File: config.mk
export PLATFORM = sky130hd
export DESIGN_NAME = regfile_scoreboard
export DESIGN_NICKNAME = d
export VERILOG_FILES = /design/src/rtl/regfile_scoreboard.sv
export SDC_FILE = /design/constraint.sdc
export NUM_CORES = 2
export LEC_CHECK = 0
export CAP_MARGIN = 20
export CORE_MARGIN = 2
export CORE_UTILIZATION = 39
export CTS_CLUSTER_DIAMETER = 80
export DETAILED_ROUTE_END_ITERATION = 10
export GPL_ROUTABILITY_DRIVEN = 0
export PLACE_DENSITY = 0.53
export SLEW_MARGIN = 20
export SYNTH_ARGS = -nofsm -noshare
export SYNTH_HDL_FRONTEND = slang
export SYNTH_SLANG_ARGS = --single-unit
File: constraint.sdc
create_clock -name clk -period 4.7 [get_ports clk]
set_input_delay 0.94 -clock clk [delete_from_list [all_inputs] [get_ports clk]]
set_output_delay 0.94 -clock clk [all_outputs]
set_load 0.1 [all_outputs]
File: src/rtl/regfile_scoreboard.sv
// Register file with a per-register pending (scoreboard) bit for in-order issue.
// Reads are combinational with same-cycle writeback bypass; issue is refused on
// RAW hazards against pending sources and on WAW against a pending destination.
module regfile_scoreboard #(
    parameter int WIDTH    = 32,
    parameter int ADDR_W   = 5,
    parameter int ZERO_REG = 1
) (
    input  logic              clk,
    input  logic              rst,
    input  logic [ADDR_W-1:0] rs1_addr,
    input  logic [ADDR_W-1:0] rs2_addr,
    output logic [WIDTH-1:0]  rs1_data,
    output logic [WIDTH-1:0]  rs2_data,
    output logic              rs1_busy,
    output logic              rs2_busy,
    input  logic              issue_valid,
    input  logic [ADDR_W-1:0] issue_rd,
    input  logic              issue_uses_rs2,
    output logic              stall,
    input  logic              wb_valid,
    input  logic [ADDR_W-1:0] wb_addr,
    input  logic [WIDTH-1:0]  wb_data,
    output logic [ADDR_W:0]   pending_count
);

    localparam int              NREGS    = 2 ** ADDR_W;
    localparam bit              HAS_ZERO = (ZERO_REG != 0);
    localparam logic [ADDR_W:0] CNT_ONE  = {{ADDR_W{1'b0}}, 1'b1};
    localparam logic [ADDR_W:0] CNT_MAX  = {1'b1, {ADDR_W{1'b0}}};

    logic [WIDTH-1:0] regs [NREGS];
    logic [NREGS-1:0] pending;

    logic rs1_zero, rs2_zero, rd_zero, wb_zero;
    logic rs1_byp, rs2_byp, rd_byp;
    logic waw, accept, set_en, cnt_up, cnt_dn;

    assign rs1_zero = HAS_ZERO && (rs1_addr == '0);
    assign rs2_zero = HAS_ZERO && (rs2_addr == '0);
    assign rd_zero  = HAS_ZERO && (issue_rd == '0);
    assign wb_zero  = HAS_ZERO && (wb_addr == '0);

    // A writeback landing this cycle satisfies any hazard on its register.
    assign rs1_byp = wb_valid && (wb_addr == rs1_addr);
    assign rs2_byp = wb_valid && (wb_addr == rs2_addr);
    assign rd_byp  = wb_valid && (wb_addr == issue_rd);

    assign rs1_data = rs1_zero ? '0 : (rs1_byp ? wb_data : regs[rs1_addr]);
    assign rs2_data = rs2_zero ? '0 : (rs2_byp ? wb_data : regs[rs2_addr]);

    assign rs1_busy = !rs1_zero && pending[rs1_addr] && !rs1_byp;
    assign rs2_busy = !rs2_zero && pending[rs2_addr] && !rs2_byp;

    assign waw    = pending[issue_rd] && !rd_byp;
    assign stall  = issue_valid && (rs1_busy || (issue_uses_rs2 && rs2_busy) || waw);
    assign accept = issue_valid && !stall;
    assign set_en = accept && !rd_zero;

    // Count moves only when the popcount really changes: a set on an already
    // pending register (possible only alongside its own writeback) adds nothing,
    // and a clear that is overridden by a same-register set removes nothing.
    assign cnt_up = set_en && !pending[issue_rd];
    assign cnt_dn = wb_valid && pending[wb_addr] && !(set_en && (issue_rd == wb_addr));

    // Scoreboard bits and their population counter; set is applied after clear so it wins.
    always_ff @(posedge clk) begin
        if (rst) begin
            pending       <= '0;
            pending_count <= '0;
        end else begin
            if (wb_valid)
                pending[wb_addr] <= 1'b0;
            if (set_en)
                pending[issue_rd] <= 1'b1;
            if (cnt_up && !cnt_dn && (pending_count != CNT_MAX))
                pending_count <= pending_count + CNT_ONE;
            else if (cnt_dn && !cnt_up && (pending_count != '0))
                pending_count <= pending_count - CNT_ONE;
        end
    end

    // Register storage; writes to a hardwired zero register are dropped.
    always_ff @(posedge clk) begin
        if (rst) begin
            for (int i = 0; i < NREGS; i++)
                regs[i] <= '0;
        end else if (wb_valid && !wb_zero) begin
            regs[wb_addr] <= wb_data;
        end
    end

endmodule

== After elaboration in Yosys (flattened, before gate mapping) ==
Memories as Yosys holds them, arrays and structs flattened.
Cells that the tools add are included.

* Register bits after elaboration: 38
* Memory bits (writable): 1024
* Input bits: 57
* Output and inout port bits: 73
* Memories kept: 1

* $add $sub $neg: 2
* Order comparisons: 6
* Eq/ne operators: 5
* Muxes and demuxes: 29
* Bitwise operators: 3
* Reduce and logical (&&, ||, !) cells: 44

{| class="wikitable"
|+ Memories
! name !! depth !! bits a word !! rd ports !! clocked after memory_dff !! write ports !! RTL line !! source
|-
| regs || 32 || 32 || 2 || 0 || 32 || 32 || <nowiki>logic [WIDTH-1:0] regs [NREGS];</nowiki>
|}

{| class="wikitable"
|+ Operators by type and width
! kind !! count
|-
| 32-bit 2-to-1 mux || 8
|-
| 32-bit AND || 1
|-
| 32-bit NOT || 1
|-
| 32-bit bitwise OR || 1
|-
| 32-bit OR reduction || 1
|-
| 5-bit by 6-bit < comparator with 1-bit output (second input constant) || 4
|-
| 1-bit logical AND || 23
|-
| 1-bit binary-select mux with 5-bit select || 4
|-
| 5-bit equality test || 4
|-
| 5-bit zero test || 4
|-
| 1-bit zero test || 12
|-
| 1-bit 2-to-1 mux || 12
|-
| 6-bit 2-to-1 mux || 2
|-
| 1-bit demux with 5-bit select || 2
|-
| 5-bit by 1-bit greater-or-equal comparator with 1-bit output (second input constant) || 2
|-
| 6-bit by 1-bit adder with 6-bit output (second input constant) || 1
|-
| 6-bit inequality test (second input constant) || 1
|-
| 6-bit nonzero test || 1
|-
| 6-bit by 1-bit subtractor with 6-bit output (second input constant) || 1
|-
| 5-bit 2-to-1 mux || 1
|-
| 1-bit logical OR || 2
|-
| 2-bit nonzero test || 1
|}

== Depth between registers and ports, before layout ==
* Depth in word-level cells: 18
* Gate-level depth with buffers: 18

== Worst setup path after synthesis ==
OpenSTA, ideal clock, no wires.

* Kind: input to output
* Start point: input port rs1_addr[2]
* End point: output port stall
* Data arrival time: 5.779 ns
* Data required time: 3.760 ns
* Setup slack: -2.019 ns
* Cell stages on the path: 8
* Buffers on the path: 2
* Cells stage by stage: clkbuf_1 or3b_2 clkbuf_1 o22ai_1 nor4_1 a211oi_2 a21oi_4 a21boi_0

* Longest elaborated chain between the ends: 7

{| class="wikitable"
|+ Ends and longest elaborated chain
! what !! RTL line !! source
|-
| start: declaration || 11 || <nowiki>input logic [ADDR_W-1:0] rs1_addr,</nowiki>
|-
| 1-bit binary-select mux with 5-bit select, or another cell as far along || 52 || <nowiki>assign rs1_busy = !rs1_zero && pending[rs1_addr] && !rs1_byp;</nowiki>
|-
| 1-bit 2-to-1 mux (not written as such), or another cell as far along || 52 ||
|-
| 1-bit logical AND / 1-bit zero test (equally long branches) || 52 ||
|-
| 1-bit logical AND * || 52 ||
|-
| net rs1_busy || 15 || <nowiki>output logic rs1_busy,</nowiki>
|-
| 1-bit logical OR * (2 in series) || 56 || <nowiki>assign stall = issue_valid && (rs1_busy || (issue_uses_rs2 && rs2_busy) || waw);</nowiki>
|-
| 1-bit logical AND * || 56 ||
|-
| end: declaration || 20 || <nowiki>output logic stall,</nowiki>
|}

The timed path passes the listed nets; every way through them passes the cells marked *. The select of a mux whose other input is x is not followed.

== Worst setup path in the final report ==
* Start point: input port wb_addr[1]
* End point: output port rs1_data[15]

* Longest elaborated chain between the ends: 4

{| class="wikitable"
|+ Ends and longest elaborated chain
! what !! RTL line !! source
|-
| start: declaration || 22 || <nowiki>input logic [ADDR_W-1:0] wb_addr,</nowiki>
|-
| 5-bit equality test || 45 || <nowiki>assign rs1_byp = wb_valid && (wb_addr == rs1_addr);</nowiki>
|-
| 1-bit logical AND || 45 ||
|-
| 32-bit 2-to-1 mux (2 in series) || 49 || <nowiki>assign rs1_data = rs1_zero ? '0 : (rs1_byp ? wb_data : regs[rs1_addr]);</nowiki>
|-
| end: declaration || 13 || <nowiki>output logic [WIDTH-1:0] rs1_data,</nowiki>
|}

No other way between the ends.

==> results.cfg <==
[clock_tree]
hold_buffers = 0
cts_setup_buffers = 0
h-tree-depth = 3
numCtsBuffers = 120
clockBufferDepth = 3
cts_tree = yes
path_clk_slew_ns = 0.06
cts_resized = 0
cts-root-buf = clkbuf_16
insertion_delay_ns = 0.76
cts.sinks = 1062

[setup_path]
critPathMaxFanout = 15
crit_path_top_delay_cell = clkdlybuf4s50_1
cp-start-kind = input pin
crit_type = in2out
critPathArrivalTime_ns = 3.73
crit_family = buffers and inverters
crit_path_frequent_cell = buf_12
worstPathCellList = clkdlybuf4s50_1, buf_12, xnor2_1, nand3_1, o31ai_1, and2_2, buf_4, o21ai_2, buf_12
worstPathRequired_ns = 3.76
worst-path-buf-inv = 4
max_stage_delay_ns = 0.64
setup.worst_path.end_class = output pin

[die]
pin_count = 130
die_w_um = 390
rows = 141
die_height_um = 390
core_mm2 = 0.148
start_util = 0.393
die_area_mm2 = 0.152

[grt]
grt_pass1_vias = 37500
grt_pass1_wl_mm = 311
grt_overflow = 0
antenna_found_initial = 22
grt_use_total = 0.297
grt_max_degree = 46

[drt]
via_per_inst = 6.25
vias = 38000
drtIter0Drc = 5223
routed_wl_mm = 225
drcViolationCount = 0
drt_pre_antenna_iters = 5
wl_per_cell_um = 37.0
ant_nets = 0

[timing]
finalWorstSetupSlack_ns = 0.0328
skew_ns = 0.0191
tns_ns = 0
fin_crit_ns = 4.67
hold_viol = 0
max_freq_ghz = 0.214
slew-limit-headroom = 0.351
tightestPinTransition_ns = 0.970
drv_slew = 0
period_share = 0.993
rsz0062_at_grt = no
setup_viol = 0

[final_layout]
drive_gt1_frac = 0.323
finalNetCount = 4110
syn_to_final_growth_pct = 19.1
final_area_mm2 = 0.0691

[pwr]
p_int_mw = 18.0
p_sw_frac = 0.282
power.switching_mw = 7.06
vdd_drop_max_uv = 324
clkPwrFrac = 0.372
leakage_nw = 23.8
pwr-share-comb = 0.184
seqPwrFrac = 0.444
p_per_area_mw_per_mm2 = 363

[logic_synthesis]
yosysTopAreaCellShare = 0.530
async_flop_share = 0
synth_cell_types = 70
seq_area_frac_synth = 0.543
synth-edff-count = 1024
avgSynthCellArea_um2 = 15.1
synthCells = 3842
synthMostInstantiatedCell = edfxtp_1
yosysWarnings = 0
synth_ff_type = edfxtp_1
synth_commonest_cells = edfxtp_1, and2_1, mux4_2, clkbuf_1, mux2i_1
yosys.area.top_type = edfxtp_1
synthTopCellsByArea = edfxtp_1, mux4_2, and2_1
ys_seq_elements = 1062
synth_area_mm2 = 0.0580

[flow_run]
cap_violations = 0

[placed_design]
hpwl_mm = 135
portBuffers = 129
post-place-ws_ns = -0.0370
placed_area_mm2 = 0.0652

[status]
outcome = finished, final reports clean

[worst_hold_path]
holdCritPathClass = reg2reg
[state kept, by name, summed over array words and instances, names as in the netlist]
signal         count
regs            1024
pending_count      6
pending           32
[routing by layer]
| metal | part of all wire | GRT usage | vias up |
|---|---|---|---|
| met2 | 0.47 | 0.473 | 2287 |
| met1 | 0.40 | 0.412 | 20100 |
| met3 | 0.093 | 0.0553 | 398 |
| met4 | 0.034 | 0.0941 | 2 |
| met5 | 0.000049 | 0 | - |
| li1 | - | - | 15200 |
[layout by cell type (no fill, tap or decap), drive strengths merged, types with 17 or more instances in the layout]
master         instances
o21ai                 66
o22ai                 33
a21oi                 71
a221oi                21
nand2                 62
a22o                  19
nor2                  86
nor2b                 17
o221ai                17
and2                 994
a211oi                57
mux2i                148
conb                  32
clkinv                45
or2                   27
mux2                  29
edfxtp              1024
buf                  412
clkbuf               166
mux4                 577
clkdlybuf4s50         51
dfxtp                 38
[cell families (layout without fill, tap and decap cells)]
kind of cell / count (synthesis) / after routing / share of synthesized area
xor+xnor: 17 / 17 / 0.00257
flops: 1062 / 1062 / 0.543
simple gates: 1269 / 1269 / 0.132
compound gates: 313 / 313 / 0.0357
mux: 754 / 754 / 0.255
other cells: 1 / 38 / 0.0000647
fa+ha+maj: 6 / 6 / 0.00142
buf+inv: 420 / 695 / 0.0294
[area by class of cell]
type                            count  area, um2
Clock inverter                     57        531
Antenna cell                        6       15.0
Multi-Input combinational cell   2391      25800
Sequential cell                  1062      31500
Tap cell                         1930       2410
Inverter                            9       36.3
Fill cell                       12600      78600
Clock buffer                      166       3300
Timing Repair Buffer              463       5500
[worst min-delay path, delay by kind of cell, from the launching register on]
family | cells | cell delay [ns]
AOI/OAI and AO/OA | 1 | 0.06
DFF | 1 | 0.34
and+or+nand+nor | 1 | 0.08
[path summary, 6_finish.rpt]
check	end	slack, ns	startpoint	cells after the start
worst max-delay path	rs1_data[15]	0.03	wb_addr[1]	9
worst min-delay path	pending_count[3]	0.53	pending_count[3]	2
worst max register to register	pending_count[5]	1.10	pending[31]	13
worst min register to register	pending_count[3]	0.53	pending_count[3]	2
[stage by stage]
stage	cells	hold slack (ns)	total power, mW	utilization
after floorplan	3873	0.478	14.0	-
after global placement	5855	0.521	15.9	0.442
after detailed placement	5855	0.515	15.9	0.442
after CTS	6078	0.528	25.2	0.468
after global routing	6078	0.541	25.7	0.468
final	6084	0.526	25.1	0.468
[power groups by stage]
stage	Combinational (mW)	Clock [mW]	Sequential [mW]
floorplan	2.71	0	11.3
global placement	4.60	0	11.3
detailed placement	4.59	0	11.3
CTS	4.61	9.41	11.1
global route	4.75	9.75	11.2
finish	4.61	9.33	11.1
No activity file was read; power rests on OpenSTA's default activity.
